## src/rtl/multicycle_control_unit.sv

```systemverilog
// multicycle_control_unit: sequences the 8-bit core through FETCH/DECODE/EXECUTE/MEM/WRITEBACK and counts retirements.
// Latency: 2 (JMP/NOP) to 5 (LOAD) cycles per instruction plus memory wait cycles; outputs are combinational from state.
// Backpressure: mem_ready low holds FETCH/MEM with the request asserted. Optional macro ILLEGAL_TRAP_EN adds TRAP + illegal_op.
module multicycle_control_unit #(
  parameter int OPCODE_W  = 4,
  parameter int ALU_SEL_W = 3,
  parameter int CNT_W     = 16
) (
  input  logic                 clk,
  input  logic                 reset,
  input  logic [OPCODE_W-1:0]  Opcode,
  input  logic                 Zero,
  input  logic                 mem_ready,
  output logic [ALU_SEL_W-1:0] ALU_Sel,
  output logic                 RegWrite,
  output logic                 MemRead,
  output logic                 MemWrite,
  output logic                 MemToReg,
  output logic                 IRWrite,
  output logic                 PCWrite,
  output logic                 PCSrc,
  output logic                 halted,
  output logic [CNT_W-1:0]     instr_count
`ifdef ILLEGAL_TRAP_EN
  ,
  output logic                 illegal_op
`endif
);

  typedef enum logic [2:0] {
    S_IDLE, S_FETCH, S_DECODE, S_EXECUTE, S_MEM, S_WRITEBACK, S_HALT, S_TRAP
  } state_t;

  // Instruction classes; the ALU class carries its ALU code in opcode bits [2:0].
  typedef enum logic [2:0] {
    K_ALU, K_LOAD, K_STORE, K_BEQ, K_JMP, K_NOP, K_HALT, K_ILL
  } kind_t;

  localparam logic [ALU_SEL_W-1:0] ALU_ADD = '0;
  localparam logic [ALU_SEL_W-1:0] ALU_SUB = ALU_SEL_W'(3'b001);

  state_t               r_state;
  state_t               w_state_nxt;
  logic [OPCODE_W-1:0]  r_op_q;
  logic [CNT_W-1:0]     r_instr_count;
  kind_t                w_dec_kind;
  kind_t                w_op_kind;
  logic                 w_retire;

  // Any set bit above [3:0] makes the opcode illegal regardless of the low nibble.
  function automatic kind_t classify(input logic [OPCODE_W-1:0] op);
    logic [OPCODE_W-1:0] hi;
    kind_t               k;
    hi = op >> 4;
    if (hi != '0) begin
      k = K_ILL;
    end else begin
      case (op[3:0])
        4'b0000, 4'b0001, 4'b0010, 4'b0011, 4'b0100: k = K_ALU;
        4'b1000: k = K_LOAD;
        4'b1001: k = K_STORE;
        4'b1010: k = K_BEQ;
        4'b1011: k = K_JMP;
        4'b1110: k = K_NOP;
        4'b1111: k = K_HALT;
        default: k = K_ILL;
      endcase
    end
    return k;
  endfunction

  // DECODE looks at the live opcode; every later state works from the captured copy.
  assign w_dec_kind = classify(Opcode);
  assign w_op_kind  = classify(r_op_q);

  // Next-state and datapath enables; everything defaults to idle so unused states drive zeros.
  always_comb begin
    w_state_nxt = r_state;
    ALU_Sel     = '0;
    RegWrite    = 1'b0;
    MemRead     = 1'b0;
    MemWrite    = 1'b0;
    MemToReg    = 1'b0;
    IRWrite     = 1'b0;
    PCWrite     = 1'b0;
    PCSrc       = 1'b0;
    halted      = 1'b0;
    case (r_state)
      S_IDLE: begin
        w_state_nxt = S_FETCH;
      end
      S_FETCH: begin
        MemRead = 1'b1;
        if (mem_ready) begin
          IRWrite     = 1'b1;
          PCWrite     = 1'b1;
          w_state_nxt = S_DECODE;
        end
      end
      S_DECODE: begin
        case (w_dec_kind)
          K_ALU, K_LOAD, K_STORE, K_BEQ: w_state_nxt = S_EXECUTE;
          K_JMP: begin
            PCWrite     = 1'b1;
            PCSrc       = 1'b1;
            w_state_nxt = S_FETCH;
          end
          K_HALT: w_state_nxt = S_HALT;
`ifdef ILLEGAL_TRAP_EN
          K_ILL: w_state_nxt = S_TRAP;
`endif
          default: w_state_nxt = S_FETCH;
        endcase
      end
      S_EXECUTE: begin
        case (w_op_kind)
          K_LOAD, K_STORE: begin
            ALU_Sel     = ALU_ADD;
            w_state_nxt = S_MEM;
          end
          K_BEQ: begin
            ALU_Sel     = ALU_SUB;
            PCWrite     = Zero;
            PCSrc       = Zero;
            w_state_nxt = S_FETCH;
          end
          default: begin
            ALU_Sel     = ALU_SEL_W'(r_op_q[2:0]);
            w_state_nxt = S_WRITEBACK;
          end
        endcase
      end
      S_MEM: begin
        if (w_op_kind == K_LOAD) begin
          MemRead = 1'b1;
        end else begin
          MemWrite = 1'b1;
        end
        if (mem_ready) begin
          w_state_nxt = (w_op_kind == K_LOAD) ? S_WRITEBACK : S_FETCH;
        end
      end
      S_WRITEBACK: begin
        RegWrite    = 1'b1;
        MemToReg    = (w_op_kind == K_LOAD);
        w_state_nxt = S_FETCH;
      end
      S_HALT: begin
        halted = 1'b1;
      end
      default: begin
        w_state_nxt = r_state;
      end
    endcase
  end

  // An instruction retires when it hands control back to FETCH or enters HALT.
  always_comb begin
    w_retire = 1'b0;
    if (w_state_nxt == S_FETCH &&
        (r_state == S_DECODE || r_state == S_EXECUTE ||
         r_state == S_MEM    || r_state == S_WRITEBACK)) begin
      w_retire = 1'b1;
    end
    if (w_state_nxt == S_HALT && r_state != S_HALT) begin
      w_retire = 1'b1;
    end
  end

  // State register; reset aborts any instruction in flight.
  always_ff @(posedge clk or posedge reset) begin
    if (reset) begin
      r_state <= S_IDLE;
    end else begin
      r_state <= w_state_nxt;
    end
  end

  // Capture the opcode while it is being decoded.
  always_ff @(posedge clk or posedge reset) begin
    if (reset) begin
      r_op_q <= '0;
    end else if (r_state == S_DECODE) begin
      r_op_q <= Opcode;
    end
  end

  // Retired-instruction counter, wraps naturally at its width.
  always_ff @(posedge clk or posedge reset) begin
    if (reset) begin
      r_instr_count <= '0;
    end else if (w_retire) begin
      r_instr_count <= r_instr_count + 1'b1;
    end
  end

  assign instr_count = r_instr_count;

`ifdef ILLEGAL_TRAP_EN
  logic r_illegal_op;

  // Sticky flag raised on TRAP entry; only reset clears it.
  always_ff @(posedge clk or posedge reset) begin
    if (reset) begin
      r_illegal_op <= 1'b0;
    end else if (w_state_nxt == S_TRAP && r_state != S_TRAP) begin
      r_illegal_op <= 1'b1;
    end
  end

  assign illegal_op = r_illegal_op;
`endif

endmodule

```

## config.mk

```make
export PLATFORM = sky130hd
export DESIGN_NAME = multicycle_control_unit
export DESIGN_NICKNAME = d
export VERILOG_FILES = /design/src/rtl/multicycle_control_unit.sv
export SDC_FILE = /design/constraint.sdc
export NUM_CORES = 1
export LEC_CHECK = 0
export CAP_MARGIN = 20
export CORE_MARGIN = 10
export CORE_UTILIZATION = 30
export CTS_CLUSTER_SIZE = 25
export DETAILED_ROUTE_END_ITERATION = 10
export SYNTH_ARGS = -nofsm -noshare
export SYNTH_HDL_FRONTEND = slang
export SYNTH_SLANG_ARGS = --single-unit
```

## constraint.sdc

```tcl
create_clock -name clk -period 6.15 [get_ports clk]
set_clock_uncertainty 0.05 [all_clocks]
set_input_delay 1.23 -clock clk [delete_from_list [all_inputs] [get_ports clk]]
set_output_delay 1.23 -clock clk [all_outputs]
set_load 0.05 [all_outputs]
```

# Word-level counts from Yosys, hierarchy flattened
# Memory sizes are Yosys's and may differ from the RTL's.
# Index checks and enable logic that the tools add are counted.
# op_classes
addsub,1
eq_ne,17
n_mux,23
n_reduce_logical,10
# op_table
op,n
3-bit by 2-bit == test with 1-bit output (second input constant),6
3-bit == test (second input constant),6
3-bit case mux with 2 select lines,3
16-bit by 1-bit adder with 16-bit output (second input constant),1
3-bit case mux with 5 select lines,1
3-bit by 1-bit == test with 1-bit output (second input constant),4
1-bit 2-to-1 mux,12
3-bit 2-to-1 mux,4
3-bit zero test,2
1-bit case mux with 2 select lines,2
2-bit OR reduction,2
4-bit OR reduction,1
1-bit logical OR,3
3-bit != test (second input constant),1
1-bit case mux with 3 select lines,1
1-bit logical AND,2
# word_totals
regBits,23
mem_bits_ro,96
input_bits,8
elab_cells,56
memories,2
# memory_table
name,words,word_bits,read_ports,rd_ports_with_merged_regs,write_ports,line,source
(name not given),16,3,1,0,0,58,case (op[3:0])
(name not given),16,3,1,0,0,58,

# Logic depth before layout (Yosys ltp)
# An unclocked memory read counts as a cell.
# depth
ltp_word,9
ltp_mapped,9

# Worst setup path after synthesis
# Ideal clock, no wire load.
# synth_path
path_type,input to output
start,in Opcode[0]
end,out PCWrite
arrival_time_ps,2640
required_time_ps,4870
path_slack_ps,2230
cell_stages,7
path_buffers,0
cell_sequence,inv_1 -> ha_1 -> nor2_1 -> a22oi_1 -> nor2_1 -> a32o_1 -> or2_2
# synth_between
elab_chain_len,4
# synth_rtl
item,line,source
"start, declared",11,"input logic [OPCODE_W-1:0] Opcode,"
memory 16 x 3 bit,-,
3-bit == test,101,case (w_dec_kind)
1-bit 2-to-1 mux,101,
1-bit case mux with 3 select lines,88,case (r_state)
"end, declared",20,"output logic PCWrite,"
# Every way passes these cells.

# Worst setup path in the final report
# Same ends and word-level chain as after synthesis.

==> reports/summary.txt <==
total power: 0.807 mW
GRT Total Usage: 8.01%
DR DRC count: 0
Final ANT Viol Nets: 0
post-CTS setup buffers: 0
Die Y: 89.6 um
hpwl dp: 2.50 mm
# diodes: 0
nets@finish: 197
Mapped Nets: 164
Starting Density: 30.8%
Worst Path Required: 4.87 ns
vias post-DR: 1140
total gr overflow: 0
Buf+Inv Stages, Crit Path: 3
WL final: 3.21 mm
most common cell in the netlist: dfrtp_1
RR Startpoint: r_op_q[0]
setup TNS: 0 ns
Synth Instances: 148
Setup crit end kind: primary output
crit path DAT: 3.67 ns
Clock Path Buffers: 2
Root Driver: clkbuf_8
sequential-to-total area share from yosys stat: 39.6%
Crit Path Category: in -> out
largest delay contributor family on the critical path: buffers and inverters
CP max stage delay: 0.70 ns
Tightest Pin Transition: 0.876 ns
slowest CP cell: clkdlybuf4s50_1
CTS tree: yes
Yosys top cell area share: 39.6%
core box area: 4720 sq um
Synth cell types: 39
Layout Cells excl Fill: 247
fmax: 202 MHz
Fin. Hold Viols: 0
peak supply drop: 0.131 mV
area grow syn2layout: 29.3%
first-pass GRT wire length: 5.18 mm
Async S/R FF share, synth: 100%
Critical Path Source Type: primary input
vias in the first global route: 1130
Synth area leader: dfrtp_1
mapped cell area: 1450 sq um
fin. max-slew vios: 0
ys flop type: dfrtp_1
CP Max Fanout: 5
P per Cell Area: 429 nW/um^2
PostCTS Resize Cnt: 0
Critical path origin: Opcode[0]
hold buffer count at cts: 0
dpl cells: 243
H-tree Lvls: 1
Max-cap violations: 0
worst skew pair latency: 0.26 ns
clk slew on worst S/H paths: 0.08 ns
die width: 89.6 um
Yosys warning count: 0
pin count of the biggest net entering global routing: 24
status: completed
Min-Delay Startpoint: instr_count[15]
synthesized area per cell: 9.82 sq um
initial antenna violation count: 0
IO Pins: 35
leakage: 0.793 nW
worst path cell trace: clkdlybuf4s50_1 > inv_1 > ha_1 > nor2_1 > a22oi_1 > nor2_1 > a32o_1 > or2_2 > clkdlybuf4s50_1
vias per inst: 4.62
CTS sink cnt: 23
PnR worst setup slack: 1.20 ns
top cells by count, synth: dfrtp_1 (23), xnor2_1 (15), nand2_1 (11)
CTS Buf Count: 3
Post-synth EDFFs: 0
Place WS: 1.22 ns
row count: 25
unrepaired setup endpoints after global routing: no
synth top area cells: dfrtp_1 (40%), xnor2_1 (9.0%), ha_1 (6.9%)
HP Class: reg -> reg
Starting DRT DRC Count: 32
WL/cell: 13.0 um
max_slew headroom: 41.5%
Final period util: 80.5%
Yosys reg bits: 23
port bufs: 34
Setup Viol. Count Final: 0
Tmin final: 4.95 ns
DR pass1 iterations: 4
share of layout cells above drive strength 1: 6.11%
GP Congestion: 0.774
Die ar.: 8030 sq um
[cell usage in the layout (no fill, tap or decap), drive strengths merged, types with 2 or more instances in the layout]
cell type,Yosys,routed
a21oi,5,5
a22oi,5,5
and2,4,4
and3,5,5
clkbuf,1,4
clkdlybuf4s50,0,34
dfrtp,23,23
ha,8,8
inv,8,8
mux2,3,3
mux2i,2,2
nand2,11,11
nand2b,4,4
nand3,8,8
nand3b,2,2
nand4,6,6
nor2,8,8
nor2b,2,2
nor3,2,2
o21a,2,2
o21ai,6,6
xnor2,15,15
[where the power goes]
group / internal [mW] / leakage [nW] / switching (mW)
Combinational: 0.175 / 0.473 / 0.283
Sequential: 0.192 / 0.297 / 0.0640
Clock: 0.0462 / 0.0228 / 0.0469
Total: 0.413 / 0.793 / 0.394
[registers in the layout (all words and copies together), names as in the netlist]
| signal | count |
|---|---|
| r_state | 3 |
| r_op_q | 4 |
| instr_count | 16 |
[metrics by stage]
stage / hold WS [ns] / cell area [sq um] / utilization [%]
after floorplan: 0.481 / 1450 / -
after global placement: 0.416 / 1830 / 38.8
after detailed placement: 0.421 / 1830 / 38.8
after CTS: 0.432 / 1880 / 39.8
after global routing: 0.447 / 1880 / 39.8
final: 0.425 / 1880 / 39.8
[layer usage]
| metal | wire [um] | up-vias | global-route usage, % |
|---|---|---|---|
| met5 | 0 | - | 0 |
| met4 | 50 | 0 | 3.47 |
| met3 | 182 | 4 | 1.71 |
| met2 | 1560 | 18 | 14.2 |
| met1 | 1420 | 541 | 9.04 |
| li1 | - | 577 | - |
[logic make-up (layout without fill, tap and decap cells)]
group,Yosys count,count (layout),share of synthesized area [%]
compound gates,23,23,11.3
simple gates,59,59,23.8
xor+xnor,16,16,9.64
buf+inv,14,46,5.08
flops,23,23,39.6
fa+ha+maj,8,8,6.88
mux,5,5,3.70
[layout make-up]
class / count / area (sq um)
Timing Repair Buffer: 34 / 340
Fill cell: 471 / 2840
Clock buffer: 4 / 45.0
Multi-Input combinational cell: 111 / 805
Tap cell: 67 / 83.8
Sequential cell: 23 / 576
Inverter: 8 / 30.0
[worst paths after layout]
check / endpoint / cells past startpoint / slack (ns)
max: PCWrite / 9 / 1.20
max in group asynchronous: instr_count[10] / 2 / 4.11
max reg2reg: instr_count[1] / 5 / 3.69
min: instr_count[15] / 1 / 0.42
min reg2reg: instr_count[15] / 1 / 0.42
min in group asynchronous: instr_count[1] / 2 / 1.40
Power figures use the tool's default switching activity.
